**src/rtl/mux8_rr_arbiter.sv**
```systemverilog
`default_nettype none
// ============================================================================
// Module      : mux8_rr_arbiter
// Description : Round-robin arbiter that owns the sel input of an 8:1 mux.
//               Registered one-hot grant, binary select and valid, with a
//               bounded hold time per owner while others are waiting.
// Revision    : 1.0 - initial release
// ============================================================================
module mux8_rr_arbiter #(
  parameter int MAX_HOLD = 4
) (
  input  logic       clk,
  input  logic       reset,
  input  logic [7:0] req,
  output logic [7:0] grant,
  output logic [2:0] sel,
  output logic       valid
);

  // Out-of-range values are clamped so the counter compare stays meaningful.
  localparam int         c_max_clamped = (MAX_HOLD < 1)   ? 1   :
                                         (MAX_HOLD > 255) ? 255 : MAX_HOLD;
  localparam logic [7:0] c_max_hold    = 8'(c_max_clamped);

  typedef enum logic [0:0] {
    S_IDLE  = 1'b0,
    S_GRANT = 1'b1
  } state_t;

  state_t     r_state, w_state_nxt;
  logic [2:0] r_ptr,   w_ptr_nxt;
  logic [7:0] r_cnt,   w_cnt_nxt;
  logic [7:0] r_grant, w_grant_nxt;
  logic [2:0] r_sel,   w_sel_nxt;
  logic       r_valid, w_valid_nxt;

  logic       w_any;
  logic       w_own;
  logic       w_others;
  logic       w_issue;
  logic [2:0] w_pick;

  // First set bit of r scanning upward from p with wrap; o's own bit, when
  // p = o+1, is naturally visited last.
  function automatic logic [2:0] rr_pick(input logic [7:0] r, input logic [2:0] p);
    logic [2:0] idx;
    logic [2:0] win;
    win = p;
    for (int k = 7; k >= 0; k--) begin
      idx = p + 3'(k);
      if (r[idx]) win = idx;
    end
    return win;
  endfunction

  assign w_any    = |req;
  assign w_own    = req[r_sel];
  assign w_others = |(req & ~r_grant);
  assign w_pick   = rr_pick(req, r_ptr);

  always_comb begin
    w_state_nxt = r_state;
    w_ptr_nxt   = r_ptr;
    w_cnt_nxt   = r_cnt;
    w_grant_nxt = r_grant;
    w_sel_nxt   = r_sel;
    w_valid_nxt = r_valid;
    w_issue     = 1'b0;

    case (r_state)
      S_IDLE: begin
        if (w_any) w_issue = 1'b1;
      end
      S_GRANT: begin
        if (!w_own) begin
          if (w_others) begin
            w_issue = 1'b1;
          end else begin
            w_state_nxt = S_IDLE;
            w_grant_nxt = 8'h00;
            w_valid_nxt = 1'b0;
            w_cnt_nxt   = 8'd0;
          end
        end else if (!w_others) begin
          w_cnt_nxt = (r_cnt >= c_max_hold) ? c_max_hold : r_cnt + 8'd1;
        end else if (r_cnt < c_max_hold) begin
          w_cnt_nxt = r_cnt + 8'd1;
        end else begin
          w_issue = 1'b1;
        end
      end
      default: begin
        w_state_nxt = S_IDLE;
        w_grant_nxt = 8'h00;
        w_valid_nxt = 1'b0;
        w_cnt_nxt   = 8'd0;
      end
    endcase

    // A new owner always restarts the hold count and moves the pointer past it.
    if (w_issue) begin
      w_state_nxt = S_GRANT;
      w_grant_nxt = 8'h01 << w_pick;
      w_sel_nxt   = w_pick;
      w_valid_nxt = 1'b1;
      w_cnt_nxt   = 8'd1;
      w_ptr_nxt   = w_pick + 3'd1;
    end
  end

  always_ff @(posedge clk or negedge reset) begin
    if (!reset) begin
      r_state <= S_IDLE;
      r_ptr   <= 3'd0;
      r_cnt   <= 8'd0;
      r_grant <= 8'h00;
      r_sel   <= 3'd0;
      r_valid <= 1'b0;
    end else begin
      r_state <= w_state_nxt;
      r_ptr   <= w_ptr_nxt;
      r_cnt   <= w_cnt_nxt;
      r_grant <= w_grant_nxt;
      r_sel   <= w_sel_nxt;
      r_valid <= w_valid_nxt;
    end
  end

  assign grant = r_grant;
  assign sel   = r_sel;
  assign valid = r_valid;

endmodule
`default_nettype wire

```
**config.mk**
```make
export PLATFORM = sky130hd
export DESIGN_NAME = mux8_rr_arbiter
export DESIGN_NICKNAME = d
export VERILOG_FILES = /design/src/rtl/mux8_rr_arbiter.sv
export SDC_FILE = /design/constraint.sdc
export NUM_CORES = 1
export LEC_CHECK = 0
export ABC_AREA = 1
export BUFFER_PORTS_ARGS = -buffer_cell sky130_fd_sc_hd__buf_4
export CAP_MARGIN = 0
export CORE_MARGIN = 4
export CORE_UTILIZATION = 58
export DETAILED_ROUTE_END_ITERATION = 7
export PLACE_DENSITY = 0.79
export SLEW_MARGIN = 40
export SYNTH_ARGS = -nofsm -noshare
export SYNTH_HDL_FRONTEND = slang
export SYNTH_SLANG_ARGS = --single-unit
```
**constraint.sdc**
```tcl
create_clock -name clk -period 3.1 [get_ports clk]
set_input_delay 0 -clock clk [delete_from_list [all_inputs] [get_ports clk]]
set_output_delay 0 -clock clk [all_outputs]
set_load 0.005 [all_outputs]
```
==> out/qor_table.md <==
| Result | This run |
|:---|:---|
| Io pins | 22 |
| Worst Max-Slew Pin Slew | 402 ps |
| CTS sink count | 24 |
| Post-Synth Simple-Gate Area | 0.378 |
| Final hold violation count | 0 |
| Avg Vias per Cell | 5.40 |
| Setup Viol. Count Final | 0 |
| Average detailed-routed wire length per instance | 13.2 um |
| Placeable core area | 0.00308 mm2 |
| Number of nets still failing antenna checks after routing | 0 |
| Max_cap viols | 0 |
| Synth Area in XOR/XNOR | 0.0227 |
| Wire length reported by the detailed router | 4570 um |
| Die X | 64.8 um |
| Number of synthesized register bits | 24 |
| Y dimension of the die | 64.8 um |
| Synth Net Count | 295 |
| CP Capture Type | flip-flop |
| CP Launch Type | flip-flop |
| First-pass iteration count of the detailed router | 7 |
| Top delay family on crit path | simple AND/OR/NAND/NOR gates |
| Net count, final | 319 |
| Starting density of the core | 0.608 |
| Startpoint-to-endpoint class of the critical path | flip-flop to flip-flop |
| First-pass GRT wire length | 8180 um |
| Master of the slowest instance on the critical path | dfrtp_1 |
| Number of antenna violations at the first check in global routing | 0 |
| Peak per-stage delay on the critical path | 400 ps |
| Worst endpoint data arrival time | 2810 ps |
| Classification of the worst-slack hold path | input pin to async pin |
| Post-synthesis average cell area | 6.68 um2 |
| Number of buffers added on ports | 21 |
| Number of global-route vias before repair | 1794 |
| Netlist area before placement | 0.00187 mm2 |
| CTS tree | yes |
| Layout cells sized above 1 | 0.149 |
| Synthesized instance count | 280 |
| Cell type with the highest occurrence count on the critical path | nand2_1 |
| Routability Congestion | 0.934 |
| Peak clock frequency supported by timing | 0.385 GHz |
| Launch instance of the worst register-to-register path | r_ptr[1] |
| Final setup skew | 6.26 ps |
| Count of standard-cell rows | 20 |
| Setup_tns | 0 ps |
| Final Max Slew Viols | 0 |
| Setup repair after global routing missed its margin | false |
| Adder and majority gate portion of the synthesized area | 0.0334 |
| # Post-CTS Setup Buffers | 0 |
| Pin count of the biggest net entering global routing | 25 |
| Clock Pin Slew Worst Setup and Hold Paths | 130 ps |
| Clock buffer depth | 2 |
| Post-synthesis to final-layout area growth | 12.7% |
| CTS-repair resized insts | 0 |
| Share of synthesized area spent on multiplexers | 0 |
| Ordered list of cells on the worst path | inv_1 -> ha_1 -> inv_1 -> nand3_1 -> nand3_1 -> nand2_1 -> a21oi_1 -> nand2_1 -> nand2_1 -> nand2_1 -> a21oi_1 -> nand2_1 -> inv_1 -> ha_1 -> nand2_1 -> o21ai_0 |
| Inserted Clock Buffers | 3 |
| Crit path from | r_ptr[1] |
| Critical-path maximum fanout | 7 |
| Synth Warn # | 0 |
| DR DRC count | 0 |
| Outcome | completed |
| R2R cell count | 16 |
| Minimum clock period after layout | 2600 ps |
| Number of levels in the clock H-tree | 1 |
| Count of vias placed by the detailed router | 1875 |
| Crit path required time | 3320 ps |
| Register-to-register setup slack | 500 ps |
| Number of diodes added for antenna fixing | 0 |
| Count of buffering cells on the critical path with inverters included | 3 |
| DP HPWL | 3560 um |
| Sequential share of the synthesized area | 0.321 |
| DIE AREA | 0.00420 mm2 |
| Synth cell types | 30 |
| Final cycle utilization of the critical path | 0.837 |
| Total congestion overflow after global routing | 0 |
| Clock root buffer | clkbuf_4 |
| Main combinational cell family by area after synthesis | simple AND/OR/NAND/NOR gates |
| Compound-gate portion of the synthesized area | 0.128 |
| Relative slew slack | 0.732 |
| Reg-to-reg endpoint | r_ptr[2] |
| Later-pin clock latency in the skew report | 330 ps |
| DRC violation total after the first TritonRoute iteration | 207 |
| GRT Resource Usage Total | 0.247 |
-- logic make-up (layout without fill, tap and decap cells) --
group / Yosys count / after routing
AND/OR/NAND/NOR: 159 / 159
AO/OA/AOI/OAI: 39 / 39
buffers and inverters: 49 / 72
adder cells (fa/ha/maj): 5 / 5
XOR/XNOR: 4 / 4
flip-flops: 24 / 24
-- timing repair --
item	in CTS	in global routing
setup endpoints to repair	0	0
hold buffers	1	0
endpoints found under the hold margin	24	0
-- cell type report --
| cell class | instances | area, um2 |
|---|---|---|
| multi-input combinational | 207 | 1050 |
| fill | 292 | 968 |
| sequential | 24 | 601 |
| timing repair buffer | 24 | 183 |
| inverter | 44 | 165 |
| tap | 44 | 55.1 |
| clock inverter | 1 | 30.0 |
| clock buffer | 3 | 22.5 |
-- per-stage QoR --
| step | worst slack [ps] | hold slack, ps | util | cell area [um2] | cells |
|---|---|---|---|---|---|
| floorplan | 787 | -296 | - | 1870 | 280 |
| global placement | 609 | -84.4 | 0.665 | 2050 | 342 |
| detailed placement | 548 | -83.3 | 0.665 | 2050 | 342 |
| CTS | 523 | 82.3 | 0.685 | 2110 | 347 |
| global route | 158 | 92.4 | 0.685 | 2110 | 347 |
| finish | 505 | 82.2 | 0.685 | 2110 | 347 |
-- layer usage --
layer  wire, um  share of wire  up-vias  global-route usage
li1           -              -      945                   -
met1       2120           0.46      849               0.341
met2       2090           0.46       69               0.396
met3        290          0.063       12              0.0399
met4         65          0.014        0              0.0765
met5          0              0        -                   0
-- flip-flops by register name, indices dropped and copies added (netlist names) --
signal / flops
grant: 8
r_cnt: 8
r_ptr: 3
r_state: 1
sel: 3
valid: 1
-- worst max path at each step --
| stage | to | depth (start not counted) |
|---|---|---|
| after floorplan | r_ptr[2] | 20 |
| after global placement | r_ptr[2] | 18 |
| after detailed placement | r_ptr[2] | 18 |
| after CTS | r_ptr[2] | 18 |
| after global routing | r_ptr[2] | 16 |
| final | r_ptr[2] | 16 |
-- synthesized netlist by cell type, drive strengths merged --
library cell | instances | area, um2
o21a | 4 | 37.5
o211ai | 1 | 7.51
a22o | 1 | 8.76
xnor2 | 1 | 8.76
ha | 5 | 62.6
nor4 | 1 | 6.26
dfrtp | 24 | 601
nand4 | 3 | 18.8
nor2 | 16 | 72.6
a21oi | 13 | 65.1
nor3 | 4 | 20.0
inv | 44 | 165
xor2 | 3 | 33.8
nand3 | 41 | 225
o21ai | 15 | 90.1
o22ai | 5 | 31.3
buf | 5 | 52.6
nand2 | 94 | 365
-- worst reg2reg max path, stage by stage (launching register included) --
cell     delay (ps)
dfrtp_1         400
inv_1           170
ha_1            340
inv_1           190
nand3_1         150
nand3_1         140
nand2_1         120
a21oi_1         160
nand2_1          70
nand2_1          60
nand2_1          60
a21oi_1         130
nand2_1         100
inv_1            60
ha_1            220
nand2_1          60
o21ai_0          70
-- placed cells by master (no fill, tap or decap), types with 5 or more instances in the layout --
master and count:
o21ai_0 9, dfrtp_1 24, ha_1 5, buf_4 23, nand2_1 91, nand3_1 37, inv_1 40, a21oi_1 13
o22ai_1 5, nor2_1 13
Power is left out: the tool's default activity adds up to more than one toggle a clock period on the data nets, which glitch-free logic cannot reach.
